--- config.mk ---
export PLATFORM = sky130hd
export DESIGN_NAME = uart_tx_sink
export DESIGN_NICKNAME = d
export VERILOG_FILES = /design/src/rtl/uart_sink_pkg.sv /design/src/rtl/uart_sink_fifo.sv /design/src/rtl/uart_tx_sink.sv
export SDC_FILE = /design/constraint.sdc
export NUM_CORES = 1
export LEC_CHECK = 0
export BUFFER_PORTS_ARGS = -buffer_cell sky130_fd_sc_hd__buf_4
export CAP_MARGIN = 15
export CORE_ASPECT_RATIO = 1.4
export CORE_MARGIN = 2
export CORE_UTILIZATION = 60
export CTS_BUF_LIST = sky130_fd_sc_hd__clkbuf_8
export DETAILED_ROUTE_END_ITERATION = 6
export PLACE_DENSITY_LB_ADDON = 0.15
export RECOVER_POWER = 100
export SLEW_MARGIN = 20
export SYNTH_ARGS = -nofsm -noshare
export SYNTH_HDL_FRONTEND = slang
export SYNTH_SLANG_ARGS = --single-unit
--- constraint.sdc ---
create_clock -name clk_i -period 3.25 [get_ports clk_i]
set_input_delay 0.65 -clock clk_i [delete_from_list [all_inputs] [get_ports clk_i]]
set_output_delay 0.65 -clock clk_i [all_outputs]
set_load 0.05 [all_outputs]
--- src/rtl/uart_sink_pkg.sv ---
// uart_sink_pkg: receiver states and frame constants shared by the UART sink
package uart_sink_pkg;
  typedef enum logic [2:0] {IDLE, START, DATA, STOP, WAIT_HIGH} rx_state_t;
  localparam int DATA_BITS = 8;
  localparam int MIN_DIV = 4;
endpackage

--- src/rtl/uart_sink_fifo.sv ---
// uart_sink_fifo: byte FIFO with head-of-queue output and exact occupancy count
module uart_sink_fifo #(
  parameter int Depth = 8
) (
  input  logic                   clk,
  input  logic                   rst,
  input  logic                   push,
  input  logic [7:0]             din,
  input  logic                   pop,
  output logic [7:0]             dout,
  output logic                   full,
  output logic                   empty,
  output logic [$clog2(Depth):0] count
);
  localparam int AW = $clog2(Depth);
  logic [7:0] mem [Depth];
  logic [AW-1:0] wr_ptr, rd_ptr;
  logic do_push, do_pop;
  assign empty = count == '0;
  assign full = count == (AW+1)'(Depth);
  assign do_pop = pop && !empty;
  assign do_push = push && (!full || do_pop);
  assign dout = empty ? 8'h00 : mem[rd_ptr];
  always_ff @(posedge clk) begin
    if (do_push) mem[wr_ptr] <= din;
  end
  always_ff @(posedge clk) begin
    if (rst) begin
      wr_ptr <= '0;
      rd_ptr <= '0;
      count <= '0;
    end else begin
      wr_ptr <= do_push ? wr_ptr + AW'(1) : wr_ptr;
      rd_ptr <= do_pop ? rd_ptr + AW'(1) : rd_ptr;
      count <= count + (AW+1)'(do_push) - (AW+1)'(do_pop);
    end
  end
endmodule

--- src/rtl/uart_tx_sink.sv ---
// uart_tx_sink: 8N1 serial receiver feeding a byte FIFO with frame-error and overflow flags
module uart_tx_sink
  import uart_sink_pkg::*;
#(
  parameter int FifoDepth = 8,
  parameter int DivW = 16
) (
  input  logic                       clk_i,
  input  logic                       rst_i,
  input  logic [DivW-1:0]            div_i,
  input  logic                       rx_i,
  output logic [7:0]                 data_o,
  output logic                       valid_o,
  input  logic                       ready_i,
  output logic                       frame_err_o,
  output logic                       overflow_o,
  input  logic                       clr_i,
  output logic                       busy_o,
  output logic [$clog2(FifoDepth):0] count_o
);
  rx_state_t state;
  logic rx_meta, rxs, rxs_q;
  logic [DivW-1:0] div_q, cnt, div_eff;
  logic [2:0] bit_cnt;
  logic [7:0] shift;
  logic tick, push, pop, full, empty, drop;
  assign div_eff = div_i < DivW'(MIN_DIV) ? DivW'(MIN_DIV) : div_i;
  assign tick = cnt == DivW'(1);
  assign push = state == STOP && tick && rxs;
  assign pop = valid_o && ready_i;
  assign drop = push && full && !pop;
  assign valid_o = !empty;
  assign busy_o = state != IDLE;
  uart_sink_fifo #(.Depth(FifoDepth)) u_fifo (
    .clk(clk_i),
    .rst(rst_i),
    .push(push),
    .din(shift),
    .pop(pop),
    .dout(data_o),
    .full(full),
    .empty(empty),
    .count(count_o)
  );
  always_ff @(posedge clk_i) begin
    if (rst_i) begin
      rx_meta <= 1'b1;
      rxs <= 1'b1;
      rxs_q <= 1'b1;
      state <= IDLE;
      div_q <= '0;
      cnt <= '0;
      bit_cnt <= '0;
      shift <= '0;
      frame_err_o <= 1'b0;
      overflow_o <= 1'b0;
    end else begin
      rx_meta <= rx_i;
      rxs <= rx_meta;
      rxs_q <= rxs;
      frame_err_o <= 1'b0;
      overflow_o <= drop || (overflow_o && !clr_i);
      case (state)
        IDLE: begin
          if (!rxs && rxs_q) begin
            state <= START;
            div_q <= div_eff;
            cnt <= div_eff >> 1;
          end
        end
        START: begin
          cnt <= tick ? div_q : cnt - DivW'(1);
          bit_cnt <= '0;
          if (tick) state <= rxs ? IDLE : DATA;
        end
        DATA: begin
          cnt <= tick ? div_q : cnt - DivW'(1);
          if (tick) begin
            shift <= {rxs, shift[7:1]};
            bit_cnt <= bit_cnt + 3'd1;
            if (bit_cnt == 3'(DATA_BITS - 1)) state <= STOP;
          end
        end
        STOP: begin
          cnt <= tick ? cnt : cnt - DivW'(1);
          if (tick) begin
            state <= rxs ? IDLE : WAIT_HIGH;
            frame_err_o <= !rxs;
          end
        end
        WAIT_HIGH: if (rxs) state <= IDLE;
        default: state <= IDLE;
      endcase
    end
  end
endmodule

## Word level (Yosys, flattened, before mapping)

Memory sizes are Yosys's and may differ from the RTL's. A register that Yosys moved wholly into a read port is not among the register bits.
Cells that the tools add are included.
W data, S select, Z words.

| word-level totals | value |
|---|---|
| output and inout port bits | 16 |
| memories | 1 |
| input port bits | 21 |
| word-level logic and storage cells | 86 |
| RAM bits | 64 |
| register bits after elaboration | 61 |

| operators by class | value |
|---|---|
| equality and inequality tests | 14 |
| $lt $le $gt $ge | 1 |
| mux-type cells | 21 |
| bitwise gates (word level) | 2 |
| $add $sub $neg | 6 |
| reduce and logical (&&, ||, !) cells | 28 |

Memories:

| name | words | width | read ports | clocked after memory_dff | write ports | line | RTL |
|---|---|---|---|---|---|---|---|
| u_fifo.mem | 8 | 8 | 1 | 1 | 1 | uart_sink_fifo.sv:16 | `logic [7:0] mem [Depth];` |

Operators by type and width:

| kind | number |
|---|---|
| $mux W16 | 4 |
| $pmux W16 S3 | 1 |
| $mux W3 | 10 |
| $eq A16 B1 Y1 const B | 1 |
| $lt A16 B3 Y1 const B | 1 |
| $sub A16 B1 Y16 const B | 1 |
| $pmux W3 S5 | 1 |
| $ne A2 B2 Y1 const B | 7 |
| $add A3 B1 Y3 const B | 3 |
| $logic_and A1 B1 Y1 | 9 |
| $mux W8 | 1 |
| $eq A3 B2 Y1 const B | 2 |
| $eq A3 B3 Y1 const B | 2 |
| $pmux W3 S2 | 1 |
| $reduce_and A2 Y1 | 3 |
| $reduce_and A6 Y1 | 1 |
| $reduce_bool A3 Y1 | 2 |
| $logic_not A1 Y1 | 5 |
| $add A4 B1 Y4 | 1 |
| $eq A4 B4 Y1 const B | 1 |
| $logic_not A4 Y1 | 1 |
| $sub A4 B1 Y4 | 1 |
| $eq A3 B1 Y1 const B | 1 |
| $logic_not A3 Y1 | 1 |
| 8 further kinds | 11 |

## Depth between registers and ports, before layout

| logic depth | value |
|---|---|
| word-level depth | 8 |
| gate-level depth with buffers | 14 |
| depth with buffers taken out | 13 |

## By module

A second synthesis with hierarchy kept.

| second synthesis, totals | value |
|---|---|
| cells, all modules | 513 |
| area, all modules | 5769.3 um^2 |

By module, submodules not included:

| module | seq. area each (um^2) | cells an instance | instances | area an instance (um^2) |
|---|---|---|---|---|
| uart_sink_fifo | 2182.1 | 178 | 1 | 3119.2 |
| uart_tx_sink | 1021.0 | 335 | 1 | 2650.0 |

## Worst setup path after synthesis

Ideal clock, no wire load.

| timing path | value |
|---|---|
| path kind | reg-to-reg |
| from | register u_fifo.count[2] |
| to | register u_fifo.count[2] |
| buffers on the path | 1 |
| clock period less this slack | 3.031 ns |
| data required time | 3.122 ns |
| setup time | 0.128 ns |
| data arrival time | 2.904 ns |
| path slack | 0.219 ns |
| cell stages (with the launch flop) | 15 |
| cells stage by stage | dfxtp_1 inv_1 ha_1 and2_1 clkbuf_1 inv_1 nand2_1 inv_1 ha_1 inv_1 ha_1 inv_1 fa_1 xor2_1 nor2_1 |

| on the way | value |
|---|---|
| longest elaborated chain between the ends | 8 |
| elaborated cells on any way between the ends | 10 |
| those cells by class | 2 x add/sub; 1 x eq/ne; 7 x reduce/logical |

Ends and longest elaborated chain:

| what | line | RTL |
|---|---|---|
| from (decl) | uart_sink_fifo.sv:13 | `output logic [$clog2(Depth):0] count` |
| from (signal assigned) | uart_sink_fifo.sv:35 | `count <= count + (AW+1)'(do_push) - (AW+1)'(do_pop);` |
| $logic_not A4 Y1 (*) | uart_sink_fifo.sv:19 | `assign empty = count == '0;` |
| $logic_not A1 Y1 (*) | uart_tx_sink.sv:32 | `assign valid_o = !empty;` |
| named net valid_o | uart_tx_sink.sv:13 | `output logic valid_o,` |
| $logic_and A1 B1 Y1 | uart_tx_sink.sv:30 | `assign pop = valid_o && ready_i;` |
| $logic_and A1 B1 Y1 (*) | uart_sink_fifo.sv:21 | `assign do_pop = pop && !empty;` |
| named net u_fifo.do_pop | uart_sink_fifo.sv:18 | `logic do_push, do_pop;` |
| $logic_or A1 B1 Y1 | uart_sink_fifo.sv:22 | `assign do_push = push && (!full \|\| do_pop);` |
| $logic_and A1 B1 Y1 | uart_sink_fifo.sv:22 |  |
| $add A4 B1 Y4 | uart_sink_fifo.sv:35 |  |
| $sub A4 B1 Y4 (*) | uart_sink_fifo.sv:35 |  |

The timed path passes the listed nets; every way through them passes the cells marked *.
A chain may end at the register's enable or synchronous reset.

==> implementation parameters <==
Parameter                              Value

Run status
  Status    complete, no violations

Synth
  Prevailing post-synth register cell    sky130_fd_sc_hd__edfxtp_1
  Total standard cell area after synthesis    5788 um^2
  Sequential cell area fraction in the yosys report    55.34%
  Unique masters post-synth    58
  Share of synthesized flip-flops with an asynchronous set or reset    0%
  Gate count of the mapped netlist    520
  Synth Register Bits    128
  Yosys warning total    0
  Count of flip-flops with a built-in enable after synthesis    64
  Mean Syn Cell Area    11.13 um^2
  Post-Synthesis Net Count    554

Placed design
  IO buf count    36
  Placed cell areas    6143 um^2
  Worst slack, placed    606.9 ps
  Weighted congestion reported at the end of routability-driven placement    0.8964
  DPL Wire Length    9044 um

Worst setup path
  Start-to-end type of the worst setup path    register to output port
  Cell-by-cell listing of the critical path    mux4_2 > mux2i_1 > nor2_1 > clkbuf_1
  Arrival time at the worst endpoint    2270 ps
  Setup crit start kind    register
  Crit path max fanout    16
  Max stage delay on crit path    810 ps
  Crit. End Element    output port
  Data required time of the worst path    2600 ps
  Slowest stage cell on the critical path    sky130_fd_sc_hd__dfxtp_1
  Logic depth of the worst register-to-register path    6

GRT
  Via count of the first global-routing pass    4255
  Largest net degree at the start of global routing    59
  Number of antenna violations at the first check in global routing    0
  GRT Util Overall    26.28%
  Total gr overflow    0
  Global-route wire length before repair    20930 um

Clock network
  Number of hold buffers added after CTS    0
  Number of buffers added by the clock tree synthesis step    17
  Clock root buffer    sky130_fd_sc_hd__clkbuf_8
  CTS tree    yes
  Clock tree buffer depth    2
  Clock net sink count    128
  Clock transition time at the flip-flop clock pins of the worst setup and hold paths    80 ps
  Insertion delay to the later sink of the worst-skew pair    440 ps
  Buffers inserted during post-CTS setup optimization    0
  # H-tree levels    4
  Resized Gates After CTS    0

STA
  Achievable clock frequency    342.2 MHz
  Number of failing setup endpoints in the final timing report    0
  Hold Fails Final Rpt    0
  Final critical-path setup slack    327.7 ps
  Worst Max-Slew Pin Slew    866.3 ps
  Unrepaired setup endpoints after global routing    false
  Minimum clock period    2922 ps
  Post-route clock period utilization    89.92%
  Count of final max-slew check failures    0
  Sum of negative setup slack    0 ps
  Max-slew headroom at the worst pin    42.25%
  Post-Route Skew    11.44 ps

Floorplan
  Area inside the core boundary    9407 um^2
  Number of placement rows    42
  Die height    120.2 um
  Effective utilization at floorplan    61.53%
  I/O pin cnt    37
  Total die area    10460 um^2
  Die W    87.01 um

Power and ir drop
  Design Power    4779 uW
  Leak Pwr    0.002206 uW
  Worst VDD drop    0.0003298 V
  Pwr Density    739.3 nW/um^2

Detailed routing
  Sum of routed wire length over all layers    12740 um
  Met3 layer wire length in the routed design    461 um
  # DRC    0
  Total via count in the routed design    4237
  Wire length on met1    4891 um
  Average wire per cell in the routed design    18.73 um
  Highest routing layer actually used    met4
  Initial DRT Pass Iterations    4
  DR WL met2    7114 um
  Initial drt markers    293
  DRT antenna net count    0
  Post-detailed-route via-to-cell ratio    6.231

Final layout
  Area added between synthesis and finish    11.67%
  ANT cells    0
  Fraction of final layout cells with drive strength greater than 1    15.96%
  Post-route standard cell area excluding fillers    6464 um^2
  Total number of nets in the final design    591

Hold path
  Hold/Removal Path Class    input pin to register
  Worst Hold Depth    2

Run
  Maximum capacitance violations    0
[report_power, final]
group | switching [uW] | internal [uW]
clock network | 653 | 767
registers | 113 | 1770
logic | 991 | 490
[stage by stage]
step | std cells | util [%] | hold slack [ps]
5_1_grt | 680 | 68.72 | 378.8
3_3_place_gp | 648 | 65.31 | 392.2
3_5_place_dp | 648 | 65.31 | 398.3
4_1_cts | 680 | 69.77 | 379.4
2_1_floorplan | 520 | - | 389.5
6_report | 680 | 68.72 | 395.1
[flip-flops by register name, summed over array words and instances, names as in the netlist, named ones only]
| signal | cells |
|---|---|
| shift | 8 |
| rxs_q | 1 |
| overflow_o | 1 |
| u_fifo.mem | 64 |
| state | 3 |
| u_fifo.count | 4 |
| rx_meta | 1 |
| rxs | 1 |
| frame_err_o | 1 |
| u_fifo.rd_ptr | 3 |
| bit_cnt | 3 |
| cnt | 16 |
| u_fifo.wr_ptr | 3 |
| div_q | 16 |
[cells by family after synthesis]
kind of cell | Yosys count | synth area share (%)
AND/OR/NAND/NOR | 184 | 16.02
buffers and inverters | 56 | 4.085
XOR/XNOR | 4 | 0.6054
AO/OA/AOI/OAI | 105 | 12.34
flip-flops | 128 | 55.34
multiplexers | 30 | 8.668
adder cells (fa/ha/maj) | 13 | 2.940
[final timing paths]
kind	from	end	slack [ps]
min	rx_i	rx_meta$_SDFF_PP1_	400
min reg2reg	rx_meta$_SDFF_PP1_	rxs$_SDFF_PP1_	410
max reg2reg	cnt[7]$_SDFFE_PP0P_	cnt[4]$_SDFFE_PP0P_	460
max	register	data_o[7]	330
[cell usage in the layout (no fill, tap or decap), types with 10 or more instances in the layout]
master,n
sky130_fd_sc_hd__clkbuf_1,16
sky130_fd_sc_hd__mux2i_1,13
sky130_fd_sc_hd__dfxtp_1,64
sky130_fd_sc_hd__nor2_1,37
sky130_fd_sc_hd__buf_4,25
sky130_fd_sc_hd__edfxtp_1,64
sky130_fd_sc_hd__clkbuf_8,17
sky130_fd_sc_hd__nand2b_1,13
sky130_fd_sc_hd__nand3_1,10
sky130_fd_sc_hd__inv_1,27
sky130_fd_sc_hd__ha_1,12
sky130_fd_sc_hd__mux4_2,16
sky130_fd_sc_hd__nand2_1,76
sky130_fd_sc_hd__a21oi_1,38
[area by class of cell]
class / count / area [um^2]
Sequential cell: 128 / 3203
Fill cell: 749 / 2943
Multi-Input combinational cell: 336 / 2325
Timing Repair Buffer: 47 / 277.8
Clock buffer: 17 / 234.0
Clock inverter: 15 / 185.2
Tap cell: 110 / 137.6
Inverter: 27 / 101.3
[routing by layer]
| layer | vias up | GRT usage, % |
|---|---|---|
| met5 | - | 0 |
| met1 | 2092 | 28.64 |
| li1 | 2004 | - |
| met3 | 27 | 5.802 |
| met4 | 0 | 9.863 |
| met2 | 114 | 48.52 |
[worst max-delay path: cells and delay by family, from the launching register on]
family        cells  cell delay (ps)
buf+inv           1              490
simple gates      1              110
mux               2              430
flops             1              810
[synthesized netlist by cell type (3+ instances only)]
master                     instances  area [um^2]
sky130_fd_sc_hd__edfxtp_1         64         1922
sky130_fd_sc_hd__nor3_2            3        30.03
sky130_fd_sc_hd__nor4_1            8        50.05
sky130_fd_sc_hd__inv_1            27        101.4
sky130_fd_sc_hd__or3_1             4        25.02
sky130_fd_sc_hd__nor2_1           37        138.9
sky130_fd_sc_hd__nand2b_1         13        81.33
sky130_fd_sc_hd__buf_2             9        45.04
sky130_fd_sc_hd__and2_1            5        31.28
sky130_fd_sc_hd__ha_1             12        150.1
sky130_fd_sc_hd__a211oi_1          7        52.55
sky130_fd_sc_hd__o41ai_1           5        43.79
sky130_fd_sc_hd__a31oi_1           8        50.05
sky130_fd_sc_hd__or2_2             3        18.77
sky130_fd_sc_hd__nor2b_1           3        18.77
sky130_fd_sc_hd__xor2_1            3        26.28
sky130_fd_sc_hd__mux2i_1          13        130.1
sky130_fd_sc_hd__o211ai_1          5        37.54
sky130_fd_sc_hd__clkbuf_1         14        52.55
sky130_fd_sc_hd__a221oi_1          9        78.83
sky130_fd_sc_hd__mux4_2           16        360.4
sky130_fd_sc_hd__nor3_1            5        25.02
sky130_fd_sc_hd__o22ai_1           5        31.28
sky130_fd_sc_hd__a21oi_1          38        190.2
sky130_fd_sc_hd__or4_1             3        22.52
sky130_fd_sc_hd__dfxtp_1          64         1281
sky130_fd_sc_hd__nand3_1          10        50.05
sky130_fd_sc_hd__o21ai_0           9        45.04
sky130_fd_sc_hd__nand4_1           3        18.77
sky130_fd_sc_hd__nand2_1          76        285.3
sky130_fd_sc_hd__buf_1             4        15.01
No activity file was read; power rests on OpenSTA's default activity.
